--- config.mk ---
export PLATFORM = sky130hd
export DESIGN_NAME = div_sequencer
export DESIGN_NICKNAME = d
export VERILOG_FILES = /design/src/rtl/div_sequencer.sv
export SDC_FILE = /design/constraint.sdc
export NUM_CORES = 1
export LEC_CHECK = 0
export CORE_ASPECT_RATIO = 1.4
export CORE_MARGIN = 2
export CORE_UTILIZATION = 45
export CTS_CLUSTER_SIZE = 30
export DETAILED_ROUTE_END_ITERATION = 7
export MAX_ROUTING_LAYER = met4
export PLACE_DENSITY = 0.93
export SYNTH_ARGS = -nofsm -noshare
export SYNTH_HDL_FRONTEND = slang
export SYNTH_SLANG_ARGS = --single-unit
--- constraint.sdc ---
create_clock -name clk -period 5.4 [get_ports clk]
set_input_delay 1.08 -clock clk [delete_from_list [all_inputs] [get_ports clk]]
set_output_delay 1.08 -clock clk [all_outputs]
set_load 0.005 [all_outputs]
--- src/rtl/div_sequencer.sv ---
// div_sequencer: owns the shared iterative divider, holds HI/LO, and stalls
// the execute stage while a divide is outstanding (with a watchdog on the wait).
module div_sequencer #(
  parameter logic [3:0] DIV_OP  = 4'b1001,
  parameter int         TIMEOUT = 64,
  parameter int         CNT_W   = 7
) (
  input  logic        clk,
  input  logic        rst,
  input  logic        op_valid,
  input  logic [2:0]  op_code,
  input  logic [15:0] op_a,
  input  logic [15:0] op_b,
  output logic        op_ready,
  output logic        stall,
  output logic [15:0] rd_data,
  output logic        rd_valid,
  output logic [3:0]  div_control,
  output logic [15:0] div_dividend,
  output logic [15:0] div_divisor,
  input  logic        div_validity,
  input  logic [31:0] div_result,
  output logic [15:0] hi,
  output logic [15:0] lo,
  output logic        dz_err,
  output logic        timeout_err
);

  typedef enum logic [1:0] {
    IDLE,
    ISSUE,
    WAIT
  } state_t;

  localparam logic [2:0] OP_DIV  = 3'b001;
  localparam logic [2:0] OP_MFHI = 3'b010;
  localparam logic [2:0] OP_MFLO = 3'b011;
  localparam logic [2:0] OP_MTHI = 3'b100;
  localparam logic [2:0] OP_MTLO = 3'b101;

  localparam logic [CNT_W-1:0] CNT_LAST = CNT_W'(TIMEOUT - 1);

  state_t           state;
  state_t           next_state;
  logic [CNT_W-1:0] cnt;
  logic             accept;
  logic             div_go;
  logic             cnt_expired;

  assign op_ready    = (state == IDLE);
  assign stall       = op_valid & ~op_ready;
  assign accept      = op_valid & op_ready;
  assign div_go      = accept && (op_code == OP_DIV) && (op_b != 16'h0000);
  assign cnt_expired = (cnt == CNT_LAST);

  always_ff @(posedge clk or posedge rst) begin
    if (rst) begin
      state <= IDLE;
    end else begin
      state <= next_state;
    end
  end

  always_comb begin
    next_state = state;
    case (state)
      IDLE:    if (div_go) next_state = ISSUE;
      ISSUE:   next_state = WAIT;
      WAIT:    if (div_validity || cnt_expired) next_state = IDLE;
      default: next_state = IDLE;
    endcase
  end

  // Zero divisors are resolved here so the divider never sees one.
  always_ff @(posedge clk or posedge rst) begin
    if (rst) begin
      hi           <= 16'h0000;
      lo           <= 16'h0000;
      rd_data      <= 16'h0000;
      rd_valid     <= 1'b0;
      div_control  <= 4'b0000;
      div_dividend <= 16'h0000;
      div_divisor  <= 16'h0000;
      dz_err       <= 1'b0;
      timeout_err  <= 1'b0;
      cnt          <= '0;
    end else begin
      rd_valid <= 1'b0;
      case (state)
        IDLE: begin
          if (accept) begin
            case (op_code)
              OP_DIV: begin
                if (op_b != 16'h0000) begin
                  div_dividend <= op_a;
                  div_divisor  <= op_b;
                  div_control  <= DIV_OP;
                  dz_err       <= 1'b0;
                end else begin
                  hi     <= op_a;
                  lo     <= 16'hFFFF;
                  dz_err <= 1'b1;
                end
              end
              OP_MFHI: begin
                rd_data  <= hi;
                rd_valid <= 1'b1;
              end
              OP_MFLO: begin
                rd_data  <= lo;
                rd_valid <= 1'b1;
              end
              OP_MTHI: hi <= op_a;
              OP_MTLO: lo <= op_a;
              default: ;
            endcase
          end
        end
        ISSUE: cnt <= '0;
        WAIT: begin
          if (div_validity) begin
            hi          <= div_result[31:16];
            lo          <= div_result[15:0];
            div_control <= 4'b0000;
          end else if (cnt_expired) begin
            timeout_err <= 1'b1;
            div_control <= 4'b0000;
          end else begin
            cnt <= cnt + 1'b1;
          end
        end
        default: ;
      endcase
    end
  end

endmodule
; Word level (Yosys, flattened, before mapping)
; Index checks and enable logic that the tools add are counted.
[totals]
input_bits = 71
elab_cells = 81
output_inout_bits = 89
register_bits = 96
[classes]
n_mux = 27
bitwise_logic = 4
eq_ne = 20
n_reduce_logical = 18
addsub = 1
[op_table]
columns = op, n
row1 = $pmux W16 S2, 5
row2 = $mux W16, 6
row3 = $mux W4, 5
row4 = $reduce_bool A16 Y1, 1
row5 = $reduce_and A5 Y1, 3
row6 = $mux W7, 2
row7 = $pmux W7 S2, 1
row8 = $reduce_and A3 Y1, 4
row9 = $ne A2 B1 Y1 const B, 4
row10 = $ne A2 B2 Y1 const B, 4
row11 = $pmux W4 S2, 1
row12 = $add A7 B1 Y7 const B, 1
row13 = $eq A7 B6 Y1 const B, 1
row14 = $eq A3 B2 Y1 const B, 2
row15 = $eq A3 B3 Y1 const B, 2
row16 = $ne A3 B1 Y1 const B, 2
row17 = $ne A3 B3 Y1 const B, 2
row18 = $pmux W2 S3, 1
row19 = $reduce_bool A2 Y1, 3
row20 = $mux W1, 4
row21 = $mux W2, 2
row22 = $reduce_and A4 Y1, 1
row23 = $eq A3 B1 Y1 const B, 1
row24 = $and A1 B1 Y1, 2
row25 = other kinds (8), 10

; Logic depth before layout (Yosys ltp)
[depth]
ltp_word = 6
ltp_mapped = 7
depth_no_buf = 5

; Worst setup path before layout
; Ideal clock, no wire load.
[synth_path]
path_kind = input port to flip-flop
startpoint = input op_b[3]
endpoint = register hi[0]
setup_ps = 125
required_time_ps = 5275
path_buffers = 1
setup_slack_ps = 2799
cell_stages = 5
arrival_time_ps = 2476
cell_sequence = nor4_2 > nand4_2 > a211oi_4 > buf_8 > mux2_4
[synth_via]
elab_chain_len = 3
[synth_rtl]
columns = element, line
row1 = from (decl), 13  ; input logic [15:0] op_b,
row2 = $reduce_bool A16 Y1, 94  ; if (op_b != 16'h0000) begin
row3 = $ne A3 B3 Y1 (no line), n/a
row4 = $reduce_and A5 Y1 (no line), n/a
row5 = to (signal assigned), 100  ; hi <= op_a;
row6 = to (signal assigned), 113  ; OP_MTHI: hi <= op_a;
row7 = to (signal assigned), 122  ; hi <= div_result[31:16];
row8 = to (decl), 23  ; output logic [15:0] hi,
; No other way between the ends.
; A chain may end at the register's enable or synchronous reset.

; Worst setup path in the final report
[layout_path]
startpoint = input op_valid
endpoint = output stall
[layout_via]
elab_chain_len = 1
[layout_rtl]
columns = element, line
row1 = from (decl), 10  ; input logic op_valid,
row2 = $and A1 B1 Y1, 51  ; assign stall = op_valid & ~op_ready;
row3 = to (decl), 15  ; output logic stall,
; No other way between the ends.

==> out/metrics.yaml <==
outcome: "finished, final reports clean"
cts_setup_buffers: 0
async_flop_share_pct: 100.0
clkLatencyLatePin_ns: 0.33
synth_area_per_cell_um2: 11.97
path_common_cell: "clkdlybuf4s50_1"
drive_gt1_share_pct: 14.98
die-area_mm2: 0.01044
hold_viol_final: 0
multi_input_area_mm2: 0.001849
ys_ff_latch: 93
first_pass_iters: 5
grt-busiest-layer: "met2"
vias: 3454
clkTransAtPathRegs_ns: 0.06
path_class: "input pin to output port"
die_y_um: 120.1
port_buffers: 157
slew_violations: 0
drcViolationCount: 0
path_buf_inv: 2
met2_usage_pct: 39.74
synth_top_flop_cell: "dfrtp_1"
diodes: 0
path_delay_family: "buffers and inverters"
seqPwrFrac_pct: 42.6
p_leak_nw: 2.731
coreArea_mm2: 0.009407
worstHoldPathType: "register to register"
startpoint_type: "input pin"
grt_usage_pct: 24.11
grt_pass1_wl_mm: 18.69
numCtsBuffers: 9
nNetsFinal: 583
synth_edf_count: 0
htree_num_levels: 3
setup_viol: 0
ant_nets: 0
required_ns: 4.32
p_sw_share_pct: 26.35
synthesis.area_mm2: 0.004332
hpwl_mm: 8.754
grt_max_degree: 49
numClockSinks: 93
root_buffer: "clkbuf_16"
grt_pass1_vias: 3672
register_area_mm2: 0.002327
clockBufferDepth: 2
cp.arrival_ns: 2.34
fillers: 697
seq_area_frac_synth_pct: 53.73
met3_usage_pct: 3.714
fin_crit_ns: 3.421
worstMarginPinSlew_ns: 1.093
pwr-share-comb_pct: 32.5
synth_common_cells: "dfrtp_1, nand2_1, mux2_4"
slowest_delay_ns: 0.59
ir_drop_mv: 0.1827
drv_cap: 0
fin_area_mm2: 0.006215
p_clk_share_pct: 24.9
antenna_found_initial: 0
start_util_pct: 46.05
max_slew_margin_pct: 26.71
gp_congestion: 0.8571
hold_buffers: 0
grt-ovfl-total: 0
use_met1_pct: 28.29
wirelength_mm: 11.91
cts_tree: "yes"
place_area_mm2: 0.005933
dieWidth_um: 86.92
synth_area_leaders: "dfrtp_1, mux2_4, nand2_1"
area_delta_synth_final_pct: 43.47
vias_per_cell: 5.535
final.setup.tns_ns: 0
drt_iter0_markers: 169
yosysWarnings: 0
power.density_mw_per_mm2: 392.2
fmaxAchievable_ghz: 0.2923
p_switching_uw: 642.4
row_count: 42
yosysUniqueCellTypes: 41
slowest_stage: "clkdlybuf4s50_1"
intPower_mw: 1.795
critPathCaptureType: "output port"
crit_chain: "clkdlybuf4s50_1, nor2b_1, clkdlybuf4s50_1"
synth.most_common_cell: "dfrtp_1"
syn_inst: 362
rsz0062_at_grt: "no"
wl_per_cell_um: 19.08
hold-worst-slack_ns: 0.4787
synth_top_cell_by_area: "dfrtp_1"
ioPinCount: 160
synth_top_area_share_pct: 53.73
cts_resized: 0
finClkSkew_ns: 0.004623
period_share_pct: 63.36
worstPathMaxFanout: 5
-- flip-flops by register name, indices dropped and copies added (netlist names) --
| signal | count |
|---|---|
| dz_err | 1 |
| div_dividend | 16 |
| div_divisor | 16 |
| rd_valid | 1 |
| timeout_err | 1 |
| rd_data | 16 |
| cnt | 7 |
| state | 2 |
| div_control | 1 |
| lo | 16 |
| hi | 16 |
-- layout by cell type, fill, tap and decap left out, types with 2 or more instances in the layout --
master	n
clkbuf_16	9
and3_1	3
nor3_1	2
a211oi_4	2
conb_1	2
nand2_1	75
nor2_1	4
a21boi_0	10
a21oi_1	4
inv_1	4
a2bb2oi_1	16
mux2_2	10
mux2i_1	12
dfrtp_1	93
clkdlybuf4s50_1	157
nor2b_1	2
mux2_4	38
o21ai_0	17
clkbuf_1	2
nor4_2	4
o22ai_1	16
nand2b_1	4
buf_4	3
nand3_1	2
-- per-stage QoR --
step	instances	utilization [%]	setup slack [ns]	power, mW
5_1_grt	624	66.07	1.819	2.550
2_1_floorplan	363	-	1.900	1.326
4_1_cts	624	66.07	1.985	2.453
6_report	624	66.07	1.979	2.437
3_3_place_gp	610	63.08	1.765	1.799
3_5_place_dp	610	63.08	1.693	1.838
-- path summary, 6_finish.rpt --
check | from | slack [ns] | depth (start not counted) | endpoint
worst min register to register | rd_data[3] | 0.48 | 2 | rd_data[3]
max in group asynchronous | rst | 3.22 | 3 | rd_data[3]
worst max register to register | state[1] | 2.92 | 4 | div_divisor[15]
worst min-delay path | rd_data[3] | 0.48 | 2 | rd_data[3]
worst max-delay path | op_valid | 1.98 | 3 | stall
min in group asynchronous | rst | 1.18 | 2 | div_dividend[1]
-- worst reg2reg max path, delay by kind of cell (launching register included) --
kind          cells  cell delay (ns)
flops             1             0.49
mux               1             0.43
simple gates      3             1.44
-- cells by family after synthesis --
kind of cell	after synthesis	share of synthesized area, %
compound gates	72	11.93
xor+xnor	1	0.2022
fa+ha+maj	1	0.2888
buf+inv	29	3.870
flops	93	53.73
mux	60	18.54
other cells	1	0.08657
simple gates	105	11.35
-- layout make-up --
class | instances | share of cell area (%)
repair buffers | 160 | 25.65
flip-flops and latches | 93 | 37.45
well taps | 110 | 2.215
clock inverters | 2 | 0.5637
multi-input cells | 241 | 29.76
inverters | 6 | 0.4027
clock buffers | 12 | 3.966
-- power groups by stage --
| stage | Sequential, mW | Clock, mW | Combinational, mW |
|---|---|---|---|
| 6_report | 1.04 | 0.608 | 0.792 |
| 5_1_grt | 1.06 | 0.642 | 0.847 |
| 2_1_floorplan | 1.03 | 0 | 0.300 |
| 3_3_place_gp | 1.03 | 0 | 0.765 |
| 4_1_cts | 1.04 | 0.618 | 0.798 |
| 3_5_place_dp | 1.05 | 0 | 0.792 |
-- per-layer routing --
| layer | up-vias | part of all wire (%) |
|---|---|---|
| li1 | 1568 | - |
| met2 | 166 | 52 |
| met1 | 1686 | 39 |
| met4 | 0 | 3.8 |
| met5 | - | 0 |
| met3 | 34 | 5.4 |
Note: power is estimated with default switching activity, not from simulation.
